[src/rtl/elbeth_mem_arbiter.sv]
// Shared memory bus arbiter: fetch and data ports multiplexed onto one bus.
// Data wins by default; a streak limit keeps a pending fetch from starving.
// A watchdog turns a silent bus into an error completion.
module elbeth_mem_arbiter #(
    parameter int unsigned TIMEOUT_CYCLES  = 255,
    parameter int unsigned MAX_DMEM_STREAK = 4
) (
    input  logic        clk,
    input  logic        rst,

    input  logic        imem_en,
    input  logic [31:0] imem_addr,
    output logic [31:0] imem_in_data,
    output logic        imem_ready,
    output logic        imem_error,

    input  logic        dmem_en,
    input  logic [3:0]  dmem_wr,
    input  logic [31:0] dmem_addr,
    input  logic [31:0] dmem_out_data,
    output logic [31:0] dmem_in_data,
    output logic        dmem_ready,
    output logic        dmem_error,

    output logic        mem_en,
    output logic [3:0]  mem_wr,
    output logic [31:0] mem_addr,
    output logic [31:0] mem_out_data,
    input  logic [31:0] mem_in_data,
    input  logic        mem_ready,
    input  logic        mem_error
);

    typedef enum logic [1:0] {StIdle, StImem, StDmem} state_e;

    state_e      state;
    logic [31:0] cnt;
    logic [31:0] streak;

    logic grant_i;
    logic grant_d;
    logic busy;
    logic timeout;
    logic done;

    // Grant decode, watchdog and same-cycle response routing to the owner
    always_comb begin
        grant_i      = (state == StImem);
        grant_d      = (state == StDmem);
        busy         = grant_i | grant_d;
        timeout      = (TIMEOUT_CYCLES != 0) && busy && (cnt == TIMEOUT_CYCLES - 32'd1);
        done         = busy & (mem_ready | mem_error | timeout);

        imem_in_data = mem_in_data;
        dmem_in_data = mem_in_data;
        // Error takes precedence over a simultaneous ready
        imem_error   = grant_i & (mem_error | timeout);
        imem_ready   = grant_i & mem_ready & ~mem_error & ~timeout;
        dmem_error   = grant_d & (mem_error | timeout);
        dmem_ready   = grant_d & mem_ready & ~mem_error & ~timeout;
    end

    // Arbitration FSM with registered bus outputs
    always_ff @(posedge clk) begin
        if (rst) begin
            state        <= StIdle;
            mem_en       <= 1'b0;
            mem_wr       <= 4'h0;
            mem_addr     <= 32'h0;
            mem_out_data <= 32'h0;
            cnt          <= 32'h0;
            streak       <= 32'h0;
        end else begin
            unique case (state)
                StIdle: begin
                    cnt <= 32'h0;
                    if (dmem_en && (!imem_en || streak < MAX_DMEM_STREAK)) begin
                        state        <= StDmem;
                        mem_en       <= 1'b1;
                        mem_wr       <= dmem_wr;
                        mem_addr     <= dmem_addr;
                        mem_out_data <= dmem_out_data;
                        // Streak only counts data grants that bypassed a waiting fetch
                        streak       <= imem_en ? streak + 32'd1 : 32'h0;
                    end else if (imem_en) begin
                        state        <= StImem;
                        mem_en       <= 1'b1;
                        mem_wr       <= 4'h0;
                        mem_addr     <= imem_addr;
                        mem_out_data <= 32'h0;
                        streak       <= 32'h0;
                    end
                end
                StImem, StDmem: begin
                    if (done) begin
                        state  <= StIdle;
                        mem_en <= 1'b0;
                        cnt    <= 32'h0;
                    end else begin
                        cnt <= cnt + 32'd1;
                    end
                end
                default: begin
                    state  <= StIdle;
                    mem_en <= 1'b0;
                    cnt    <= 32'h0;
                end
            endcase
        end
    end

endmodule
[config.mk]
export PLATFORM = sky130hd
export DESIGN_NAME = elbeth_mem_arbiter
export DESIGN_NICKNAME = d
export VERILOG_FILES = /design/src/rtl/elbeth_mem_arbiter.sv
export SDC_FILE = /design/constraint.sdc
export NUM_CORES = 1
export LEC_CHECK = 0
export ABC_AREA = 1
export CAP_MARGIN = 40
export CORE_ASPECT_RATIO = 0.9
export CORE_MARGIN = 2
export CORE_UTILIZATION = 47
export CTS_BUF_LIST = sky130_fd_sc_hd__clkbuf_4 sky130_fd_sc_hd__clkbuf_8 sky130_fd_sc_hd__clkbuf_16
export CTS_CLUSTER_DIAMETER = 100
export DETAILED_ROUTE_END_ITERATION = 8
export PLACE_DENSITY = 0.92
export REMOVE_ABC_BUFFERS = 1
export SKIP_CTS_REPAIR_TIMING = 1
export SYNTH_ARGS = -nofsm -noshare
export SYNTH_HDL_FRONTEND = slang
export SYNTH_SLANG_ARGS = --single-unit
[constraint.sdc]
create_clock -name clk -period 3.09 [get_ports clk]
set_input_delay 0.4635 -clock clk [delete_from_list [all_inputs] [get_ports clk]]
set_output_delay 0.4635 -clock clk [all_outputs]
set_load 0.01 [all_outputs]
==> qor.yml, run 1 <==
status:
  outcome: "complete, no violations"
drt:
  initialDrtViolationCount: 416
  avgViaCountPerCell: 5.08
  wl_per_cell_um: 15.2
  routed_wl_um: 18600
  dr.pass1.iters: 6
  vias: 6233
  drc_errors: 0
  drtAntennaViolNets: 0
power_and_ir_drop:
  ir_drop_mv: 0.412
  intPower_mw: 3.34
  p_switching_mw: 1.23
  powerDensity_mw_per_mm2: 538
  p_sw_share_pct: 26.9
  pwr-share-seq_pct: 41.8
  clkPwrFrac_pct: 40.6
  power_frac_comb_pct: 17.7
  total_leakage_power_nw: 3.48
  p_total_mw: 4.58
floorplan:
  dieHeight_um: 116
  die_w_um: 129
  placementRows: 41
  die_area_mm2: 0.0150
  ioPinCount: 275
  coreArea_mm2: 0.0139
  initial_core_util_pct: 47.6
timing:
  hold_violations: 0
  slew_headroom_pct: 57.3
  max_freq_mhz: 359
  hold_ws_ns: 0.436
  finalMaxSlewViolations: 0
  final-setup-viol-count: 0
  period_share_pct: 90.0
  tightest_slew_ns: 0.641
  finClkSkew_ns: 0.00760
  grt_setup_unrepaired: "false"
  fin_crit_ns: 2.78
  layout_setup_ws_ns: 0.307
setup_path:
  critPathLaunchType: "flip-flop"
  worstSetupPathType: "reg2out"
  crit_arrival_ns: 2.32
  critPathCaptureType: "output pin"
  cp_max_fo: 5
  cp.required_ns: 2.63
yosys:
  avgSynthCellArea_um2: 6.97
  synth-async-reset-ratio_pct: 0
  ys_seq_area_share_pct: 41.0
  yosys.cell_types.count: 33
  syn_inst: 946
  ys_ff_latch: 135
  synth-edff-count: 0
  netlist_area_mm2: 0.00660
  ys_warn_count: 0
  synth_top_flop_cell: "dfxtp_1"
final_layout:
  layout-drive-gt1-share_pct: 6.64
  final_cells: 1227
  syn_to_final_growth_pct: 28.8
  nets: 1186
  fin_util_pct: 61.4
  fillerInstances: 1149
  final_common_cell: "nand2_1"
  mostFrequentLayoutCells: "nand2_1 (205), clkdlybuf4s50_1 (177), nor2_1 (166)"
  antenna_cells: 0
placement:
  port_buffers: 178
  hpwl_um: 13400
  pre_cts_ws_ns: 0.620
  place_congestion: 0.930
  dpl.cell_count: 1195
job:
  drv_cap: 0
global_routing:
  grt_pass1_wl_um: 29000
  grtUsageTotal_pct: 25.1
  antenna_found_initial: 0
  grt_pass1_vias: 5816
  gr-total-overflow: 0
  grt_max_degree: 65
clock_tree:
  h-tree-depth: 4
  cts_buffers: 17
  clock_sinks: 135
  clk_path_buf_depth: 2
  clock_latency_ns: 0.42
  cts-root-buf: "clkbuf_16"
  tritoncts: "yes"
  path_clk_slew_ns: 0.06
min_path:
  hold_path_class: "reg2reg"
-- logic make-up after synthesis --
kind of cell | after synthesis | synth area share, %
AO/OA/AOI/OAI | 95 | 7.55
AND/OR/NAND/NOR | 510 | 33.0
XOR/XNOR | 15 | 1.99
adder cells (fa/ha/maj) | 6 | 1.14
flip-flops | 135 | 41.0
buffers and inverters | 185 | 15.3
-- per-layer routing --
layer	track usage, %	part of all wire, %	up-vias
met3	15.4	12	21
met4	7.46	1.0	4
met5	7.84	0.80	-
met1	29.1	41	2829
li1	-	-	3094
met2	37.9	45	285
-- synth_stat cells, drive strengths merged (2+ instances only) --
cell    instances  area share, %
clkbuf         22            1.3
nand3          83            6.4
nor3           17            1.3
o21ai          40            3.4
nand2         218             13
buf            87            9.7
or2             3           0.28
ha              6            1.1
nor2          174             11
inv            75            4.3
a21oi          55            4.2
xnor2           2           0.27
dfxtp         135             41
nand4          11            1.0
xor2           13            1.7
-- sequential cells by signal, summed over array words and instances (netlist names) --
register / flops
mem_en: 1
cnt: 32
state: 2
mem_wr: 4
mem_out_data: 32
mem_addr: 32
streak: 32
-- cell type report --
| type | count | area, µm² | share of cell area (%) |
|---|---|---|---|
| Clock buffer | 20 | 454 | 5.34 |
| Clock inverter | 12 | 95.1 | 1.12 |
| Inverter | 76 | 287 | 3.37 |
| Multi-Input combinational cell | 626 | 2880 | 33.9 |
| Sequential cell | 135 | 2700 | 31.8 |
| Tap cell | 172 | 215 | 2.53 |
| Timing Repair Buffer | 186 | 1860 | 21.9 |
-- critical path: stages (launching register included) --
cell	delay, ns
dfxtp_1	0.38
inv_1	0.08
ha_1	0.30
nand2_1	0.05
nor2_1	0.10
nand2_1	0.06
nor2_1	0.10
nand2_1	0.12
a21oi_1	0.16
clkdlybuf4s50_1	0.55
-- final timing paths --
check	start	end	slack (ns)	cells after the start
max	state[0]	dmem_error	0.31	9
min	streak[24]	streak[24]	0.44	2
max reg2reg	state[0]	streak[2]	1.08	8
min reg2reg	streak[24]	streak[24]	0.44	2
-- power groups by stage --
stage	clock [mW]	combinational (mW)	sequential (mW)
2_1_floorplan	0	0.298	1.99
3_3_place_gp	0	0.793	1.94
3_5_place_dp	0	0.805	1.95
4_1_cts	1.89	0.813	1.91
5_1_grt	1.97	0.888	1.92
6_report	1.86	0.808	1.91
-- through the flow --
| step | setup TNS [ns] | cell area [µm²] |
|---|---|---|
| finish | 0 | 8500 |
| global route | 0 | 8500 |
| CTS | 0 | 8500 |
| detailed placement | 0 | 7950 |
| global placement | 0 | 7950 |
| floorplan | -44.82 | 5870 |
Note: power is estimated with default switching activity, not from simulation.
==> run 2: changes to the inputs <==
--- a/config.mk
+++ b/config.mk
@@ -9,13 +9,14 @@
 export CAP_MARGIN = 40
 export CORE_ASPECT_RATIO = 0.9
 export CORE_MARGIN = 2
-export CORE_UTILIZATION = 47
-export CTS_BUF_LIST = sky130_fd_sc_hd__clkbuf_4 sky130_fd_sc_hd__clkbuf_8 sky130_fd_sc_hd__clkbuf_16
+export CORE_UTILIZATION = 48
+export CTS_BUF_LIST = sky130_fd_sc_hd__clkbuf_2 sky130_fd_sc_hd__clkbuf_4 sky130_fd_sc_hd__clkbuf_8
 export CTS_CLUSTER_DIAMETER = 100
 export DETAILED_ROUTE_END_ITERATION = 8
-export PLACE_DENSITY = 0.92
+export PLACE_DENSITY = 0.94
 export REMOVE_ABC_BUFFERS = 1
 export SKIP_CTS_REPAIR_TIMING = 1
+export SLEW_MARGIN = 0
 export SYNTH_ARGS = -nofsm -noshare
 export SYNTH_HDL_FRONTEND = slang
 export SYNTH_SLANG_ARGS = --single-unit
==> run 2 against run 1 <==
Hold slack better by 0.0066 ns. First-iteration DRC count is 14% higher. Highest routed layer unchanged. Wire length up 1.8%. Clock power shrank 19%. Largest cell class unchanged. Combinational power down 0.9%. Largest power group unchanged.
==> qor.yml, run 2 (synthesis gave the netlist of run 1 again) <==
timing:
  final-setup-viol-count: 0  # unchanged
  hold_violations: 0  # unchanged
  finalMaxSlewViolations: 0  # unchanged
  slew_headroom_pct: 57.4  # +0.093 points
  layout_setup_ws_ns: 0.279  # -0.0281 ns
  finClkSkew_ns: 0.0126  # +0.00502 ns
  period_share_pct: 91.0  # +0.91 points
  max_freq_mhz: 356  # -1.0%
  tightest_slew_ns: 0.639  # -0.00139 ns
  fin_crit_ns: 2.81  # +0.0281 ns
  grt_setup_unrepaired: "false"
floorplan:
  die_area_mm2: 0.0147  # -2.0%
  die_w_um: 128  # -1.0%
  initial_core_util_pct: 49.2  # +1.6 points
  placementRows: 40  # -2.4%
  dieHeight_um: 115  # -1.0%
  coreArea_mm2: 0.0134  # -3.2%
  ioPinCount: 275  # unchanged
final_layout:
  multi_input_comb_area_mm2: 0.00288  # unchanged
  stdcell_area_mm2: 0.00834  # -1.9%
  register_area_mm2: 0.00270  # unchanged
  mostFrequentLayoutCells: "nand2_1 (205), clkdlybuf4s50_1 (177), nor2_1 (166)"
  layout-drive-gt1-share_pct: 6.55  # -0.089 points
  fillerInstances: 1110  # -3.4%
  nets: 1186  # unchanged
  antenna_cells: 0  # unchanged
  final_common_cell: "nand2_1"
  syn_to_final_growth_pct: 26.3
setup_path:
  reg2reg_to: "cnt[28]"
  critPathLaunchType: "flip-flop"
  r2r_start: "state[0]"
  cp_max_fo: 5  # unchanged
  worstSetupPathType: "reg2out"
  critPathCaptureType: "output pin"
  cp.required_ns: 2.63  # about the same
  critPathCapture: "dmem_error"
  crit_arrival_ns: 2.35  # +0.03 ns
  startpoint: "state[0]"
  ff2ff_setup_slack_ns: 1.22  # +0.14 ns
  r2r_cells: 10  # +2
status:
  outcome: "complete, no violations"
placement:
  pre_cts_ws_ns: 0.749  # +0.129 ns
  place_congestion: 0.904  # -2.8%
  post_dp_cell_area_mm2: 0.00793  # -0.22%
  hpwl_um: 13600  # +2.1%
  port_buffers: 178  # unchanged
drt:
  drc_errors: 0  # unchanged
  routed_wl_um: 18900  # +1.8%
  drtAntennaViolNets: 0  # unchanged
  dr.pass1.iters: 5  # -1
  vias: 6280  # +0.75%
  wl_per_cell_um: 15.5  # +2.2%
  avgViaCountPerCell: 5.14  # +1.2%
  initialDrtViolationCount: 474  # +14%
clock_tree:
  clock_latency_ns: 0.45  # +0.03 ns
  cts-root-buf: "clkbuf_8"
  path_clk_slew_ns: 0.07  # about the same
  h-tree-depth: 4  # unchanged
  clk_path_buf_depth: 2  # unchanged
  cts_buffers: 17  # unchanged
  clock_sinks: 135  # unchanged
  tritoncts: "yes"
global_routing:
  gr-total-overflow: 0  # unchanged
  grt_pass1_vias: 5881  # +1.1%
  grt_pass1_wl_um: 29100  # +0.19%
  grtUsageTotal_pct: 25.6  # +0.57 points
  grt_max_degree: 81  # +25%
  antenna_found_initial: 0  # unchanged
job:
  drv_cap: 0  # unchanged
power_and_ir_drop:
  ir_drop_mv: 0.316  # -23%
  powerDensity_mw_per_mm2: 506  # -6.1%
  total_leakage_power_nw: 3.42  # -1.8%
min_path:
  hold_path_class: "reg2reg"
[run 2: stage by stage]
step / TNS [ns] / utilization [%] / total power, mW / instances / hold slack (ns)
2_1_floorplan: -44.82 / - / 2.29 / 837 / 0.414
3_3_place_gp: 0 / 59.1 / 2.73 / 1191 / 0.421
3_5_place_dp: 0 / 59.1 / 2.75 / 1191 / 0.429
4_1_cts: 0 / 62.1 / 4.25 / 1222 / 0.443
5_1_grt: 0 / 62.1 / 4.41 / 1222 / 0.458
6_report: 0 / 62.1 / 4.22 / 1222 / 0.443
[run 2: report_power, final]
part	switching (mW)	internal (mW)	total [mW]
logic	0.388	0.413	0.801
clock network	0.693	0.810	1.50
registers	0.0602	1.85	1.91
[run 2: how the worst min path moves through the flow]
stage                from         end  slack [ns]  depth (start not counted)
6_report       streak[24]  streak[24]        0.44                          2
3_3_place_gp    streak[3]   streak[3]        0.42                          2
3_5_place_dp   streak[23]  streak[23]        0.43                          2
2_1_floorplan   streak[3]   streak[3]        0.41                          2
5_1_grt        streak[29]  streak[29]        0.46                          2
4_1_cts        streak[25]  streak[25]        0.44                          2
[run 2: worst max-delay path, cell delays in order, from the launching register on]
cell and delay [ns]:
dfxtp_1 0.36, inv_1 0.08, ha_1 0.30, nand2_1 0.06, nor2_1 0.09, nand2_1 0.06
nor2_1 0.10, nand2_1 0.15, a21oi_1 0.16, clkdlybuf4s50_1 0.54
[run 2: area by class of cell]
type / count / share of cell area [%]
multi-input combinational: 626 / 34.6
clock buffer: 19 / 2.99
tap: 168 / 2.52
timing repair buffer: 186 / 22.2
clock inverter: 12 / 1.85
inverter: 76 / 3.44
sequential: 135 / 32.4
[run 2: routing by layer]
| layer | wire length, µm | vias to the layer above | track usage, % | part of all wire [%] |
|---|---|---|---|---|
| li1 | - | 3096 | - | - |
| met1 | 7630 | 2829 | 29.4 | 40 |
| met2 | 8220 | 307 | 37.9 | 43 |
| met3 | 2540 | 44 | 16.1 | 13 |
| met4 | 422 | 4 | 9.45 | 2.2 |
| met5 | 135 | - | 8.82 | 0.71 |
==> patch 1 (config.mk and constraints of run 1) <==
`TIMEOUT_CYCLES`: 255 -> 191.
--- a/src/rtl/elbeth_mem_arbiter.sv
+++ b/src/rtl/elbeth_mem_arbiter.sv
@@ -2,7 +2,7 @@
 // Data wins by default; a streak limit keeps a pending fetch from starving.
 // A watchdog turns a silent bus into an error completion.
 module elbeth_mem_arbiter #(
-    parameter int unsigned TIMEOUT_CYCLES  = 255,
+    parameter int unsigned TIMEOUT_CYCLES  = 191,
     parameter int unsigned MAX_DMEM_STREAK = 4
 ) (
     input  logic        clk,
Behaviour: no difference found for any inputs over 4 cycles, from zero or initial values and one cycle with rst high; that may be too few to reach the edited logic, so the function may still have changed.
==> patch 1 against run 1 <==
  * Design area barely moved
  * Synthesized area fell by 1.1%
  * Sequential power barely moved
  * Power increased by 6.8%
  * Sequential cell count unchanged
  * Die area is 1.1% lower
  * Worst setup slack lost 0.0017 ns
  * Clock skew is 0.0049 ns higher
  * Maximum frequency about the same
  * Sequential share of layout area hardly changed
  * Wire length grew 3.0%
  * First-iteration DRC count increased by 6.3%
  * Register-to-register slack lost 0.13 ns
  * Critical path type unchanged
  * Highest routed layer unchanged
==> patch 1: results (changes against run 1) <==
metric	value	unit	change
Nets	1181		was 1186
total combinational power	0.804	mW	was 0.808 mW
largest cells by area after synthesis	dfxtp_1 (41%), nand2_1 (12%), nor2_1 (9.4%)		unchanged
post-synthesis sequential area ratio	0.414		was 0.410
DR pass1 iterations	5		was 6
Skew-Pair Late Insertion Delay	0.42	ns	about the same
routing usage on met2	0.389		was 0.379
area of the multi-input gates	0.00281	mm2	was 0.00288 mm2
overall global routing resource usage	0.257		was 0.251
pin count of the biggest net entering global routing	99		was 65
worst reg2reg path depth	10		was 8
number of library cell types mapped by synthesis	32		was 33
final weighted congestion of routability-driven global placement	0.928		was 0.930
DP HPWL	13700	um	was 13400 um
met1 Track Usage GR	0.302		was 0.291
status	completed		unchanged
met3 Resource Use GR	0.158		was 0.154
power density cells	575	mW/mm2	was 538 mW/mm2
wire length of the first global-routing pass	29300	um	was 29000 um
number of global-route vias before repair	5716		was 5816
Crit Reg-Reg Endpoint	cnt[24]		was streak[2]
aggregate routed wire length	19200	um	was 18600 um
number of DRC markers after the initial detailed-route iteration	442		was 416
fraction of layout cells with a size suffix above 1	0.0544		was 0.0664
VDD IR-drop max	0.453	mV	was 0.412 mV
Clock Power	2.17	mW	was 1.86 mW
filler cell count in the final layout	1094		was 1149
instance area at placement	0.00787	mm2	was 0.00795 mm2
patch 1: cell types whose count changed after synthesis, moves of 3 or more:
cell	change
a21oi_1	-4
buf_1	-5
buf_2	+3
clkbuf_1	+3
inv_2	+3
nand2_1	+6
nand2_2	-12
nand3_1	+8
nand4_1	-5
nor2_1	-3
patch 1: per-layer routing:
metal / wire, um / up-vias
met5: 39 / -
met4: 319 / 2
met3: 2420 / 26
met2: 8760 / 297
met1: 7650 / 2883
li1: - / 3077
patch 1: cell families (layout without fill, tap and decap cells):
group | after synthesis | in the layout | share of synthesized area
simple gates | 503 | 503 | 0.324
buf+inv | 188 | 295 | 0.155
flops | 135 | 135 | 0.414
compound gates | 93 | 93 | 0.0738
xor+xnor | 16 | 16 | 0.0215
fa+ha+maj | 6 | 6 | 0.0115
patch 1: layout make-up:
class                      count  area share
timing repair buffer         186       0.217
sequential                   135       0.318
clock buffer                  20      0.0549
clock inverter                10      0.0196
tap                          168      0.0247
inverter                      79      0.0352
multi-input combinational    618       0.330
patch 1: worst min path at each step:
| stage | startpoint | to | depth (start not counted) |
|---|---|---|---|
| floorplan | streak[3] | streak[3] | 2 |
| global placement | streak[3] | streak[3] | 2 |
| CTS | streak[7] | streak[7] | 2 |
| global route | streak[19] | streak[19] | 2 |
| finish | streak[7] | streak[7] | 2 |
| detailed placement | streak[7] | streak[7] | 2 |
patch 1: worst min-delay path, stage by stage, from the launching register on:
cell and delay, ns:
dfxtp_1 0.31, nand2_1 0.06, nor2_1 0.03
patch 1: stage by stage:
step                setup TNS, ns  setup WS [ns]  hold slack, ns  instances
floorplan                  -69.28          -1.04           0.414        832
global placement                0          0.819           0.421       1186
detailed placement              0          0.788           0.428       1186
CTS                             0          0.333           0.439       1216
global route                    0          0.151           0.456       1216
finish                          0          0.306           0.438       1216
==> patch 2 (flow settings as in run 1) <==
Made on the original files. Reset style: asynchronous (`rst`), changed in one clocked block.
--- a/src/rtl/elbeth_mem_arbiter.sv
+++ b/src/rtl/elbeth_mem_arbiter.sv
@@ -61,7 +61,7 @@
     end
 
     // Arbitration FSM with registered bus outputs
-    always_ff @(posedge clk) begin
+    always_ff @(posedge clk or posedge rst) begin
         if (rst) begin
             state        <= StIdle;
             mem_en       <= 1'b0;
Formal check against the unedited RTL: differs if rst is asserted again (counterexample within 4 cycles, from zero or initial values and one cycle with rst high); with rst held inactive, the same outputs for 4 cycles.
==> patch 2 against run 1 <==
  * Synthesized area up 6.7%
  * Sequential cell count unchanged
  * Final cell count up 2.1%
  * Design area up 8.1%
  * Worst setup slack worse by 0.067 ns
  * Register-to-register slack better by 0.07 ns
  * Global-route usage up 0.78 points
  * Sequential share of layout area up 5.0 points
  * Clock skew up 0.0039 ns
  * Wire length up 6.3%
  * Critical endpoint is now imem_ready
  * Largest cell class is now registers
Power is not compared: it rests on default switching activity, and its combinational part moved more than twofold at a synthesized area within 25%.
==> patch 2: results (changes against run 1) <==
metric	value	unit	change
Commonest cells post-synth	nand2_1 (242), dfrtp_1 (135), inv_1 (135), nor2_1 (112), nand3_1 (87)		was nand2_1 (205), nor2_1 (166), dfxtp_1 (135), nand3_1 (81), inv_1 (75)
overall global routing resource usage	0.258		was 0.251
CP max FO	3		was 5
aggregate routed wire length	19800	um	was 18600 um
slew at the pin with the worst max-slew slack	0.706	ns	was 0.641 ns
IO Port Bufs	178		unchanged
Post-synth ARST share	1.00		was 0
number of library cell types mapped by synthesis	28		was 33
post-synthesis sequential area ratio	0.480		was 0.410
CP Capture Point	imem_ready		was dmem_error
count of warnings emitted by yosys	0		unchanged
leakage dissipation	4.40	nW	
antenna diode instance count	0		unchanged
Vias per Instance	5.01		was 5.08
largest stage delay on the critical path	0.61	ns	was 0.55 ns
Avg Inst Size Synth	7.57	um2	was 6.97 um2
clock edge transition at the registers on the reported setup and hold paths	0.06	ns	about the same
cell at the root of the clock tree	clkbuf_16		unchanged
fraction of layout cells with a size suffix above 1	0.0559		was 0.0664
mux share of post-synthesis cell area	0		unchanged
fraction of the mapped netlist area in adder cells	0.0107		was 0.0114
final weighted congestion of routability-driven global placement	0.901		was 0.930
VDD IR-drop max	0.518	mV	
wire length of the first global-routing pass	31900	um	was 29000 um
Crit. Startpoint	state[0]		unchanged
pin count of the biggest net entering global routing	72		was 65
arrival time of the worst setup path	2.39	ns	was 2.32 ns
number of DRC markers after the initial detailed-route iteration	440		was 416
post-route clock skew	0.0115	ns	was 0.00760 ns
Skew-Pair Late Insertion Delay	0.42	ns	about the same
DR WL/cell	15.8	um	was 15.2 um
Crit Reg-Reg Endpoint	mem_out_data[18]		was streak[2]
worst reg2reg path depth	7		was 8
Bufs on Longest Clock Path	2		unchanged
number of global-route vias before repair	6184		was 5816
largest cells by area after synthesis	dfrtp_1 (48%), nand2_1 (13%), inv_1 (7.2%)		was dfxtp_1 (41%), nand2_1 (12%), nor2_1 (9.4%)
filler cell count in the final layout	1157		was 1149
slowest library cell on the worst path	clkdlybuf4s50_1		unchanged
Inst Count DP	1222		was 1195
worst-case register-to-register setup slack	1.15	ns	was 1.08 ns
worst reg2reg startpoint	streak[2]		was state[0]
Clock H-tree levels	4		unchanged
XOR/XNOR share of the synthesized area	0.0187		was 0.0199
initial antenna violation count	0		unchanged
number of clock buffers inserted by TritonCTS	17		unchanged
status	completed		unchanged
DR pass1 iterations	5		was 6
share of the synthesized area in compound gates (AO/OA/AOI/OAI)	0.0363		was 0.0755
DP HPWL	14600	um	was 13400 um
minimum hold slack	0.477	ns	was 0.436 ns
Worst Hold Class	reg -> reg		unchanged
-- patch 2: cell count changes after synthesis, moves of 5 or more --
cell and delta:
nor3_1 +7, dfxtp_1 -135, nand3_1 +6, clkbuf_1 -5
nor2_1 -54, inv_1 +60, nand2_1 +37, o21ai_0 -27
dfrtp_1 +135, o21ai_1 +27, buf_6 -5, a21oi_1 -47
buf_2 +7, nand2_2 -9
-- patch 2: metal layers --
layer	GRT usage	share of wire	vias up
li1	-	-	3003
met1	0.306	0.40	2944
met2	0.402	0.47	301
met3	0.144	0.12	30
met4	0.0712	0.017	2
met5	0.0523	0.0029	-
-- patch 2: layout make-up --
class / instances / area share
clock buffers: 18 / 0.0471
clock inverters: 13 / 0.0184
inverters: 138 / 0.0569
multi-input cells: 558 / 0.274
flip-flops and latches: 135 / 0.368
well taps: 198 / 0.0270
repair buffers: 193 / 0.209
-- patch 2: logic make-up after synthesis --
family / after synthesis
DFF: 135
and+or+nand+nor: 489
buffers and inverters: 237
xor gates and xnor gates: 15
adders and majority gates: 6
AOI/OAI and AO/OA: 48
-- patch 2: worst min path at each step --
| stage | from | endpoint | cells after the start |
|---|---|---|---|
| finish | mem_en | mem_en | 2 |
| detailed placement | mem_addr[25] | mem_addr[25] | 2 |
| global placement | mem_en | mem_en | 2 |
| global route | mem_addr[4] | mem_addr[4] | 2 |
| floorplan | streak[1] | streak[1] | 2 |
| CTS | mem_en | mem_en | 2 |
-- patch 2: power breakdown --
group / switching (mW) / total [mW] / internal (mW) / leakage, nW
clock: 0.788 / 2.07 / 1.29 / 0.296
combinational: 1.39 / 2.67 / 1.29 / 2.32
sequential: 0.288 / 2.53 / 2.24 / 1.79
-- patch 2: critical path, delay by kind of cell (launching register included) --
family	cells	cell delay (ns)
simple gates	5	0.61
buf+inv	2	0.68
fa+ha+maj	1	0.30
flops	1	0.38
-- patch 2: stage by stage --
step	cell area (um2)	TNS (ns)	worst slack (ns)
after global placement	8590	0	0.643
final	9190	0	0.240
after detailed placement	8590	0	0.649
after global routing	9190	0	0.0452
after CTS	9190	0	0.257
after floorplan	6410	-146.44	-0.985
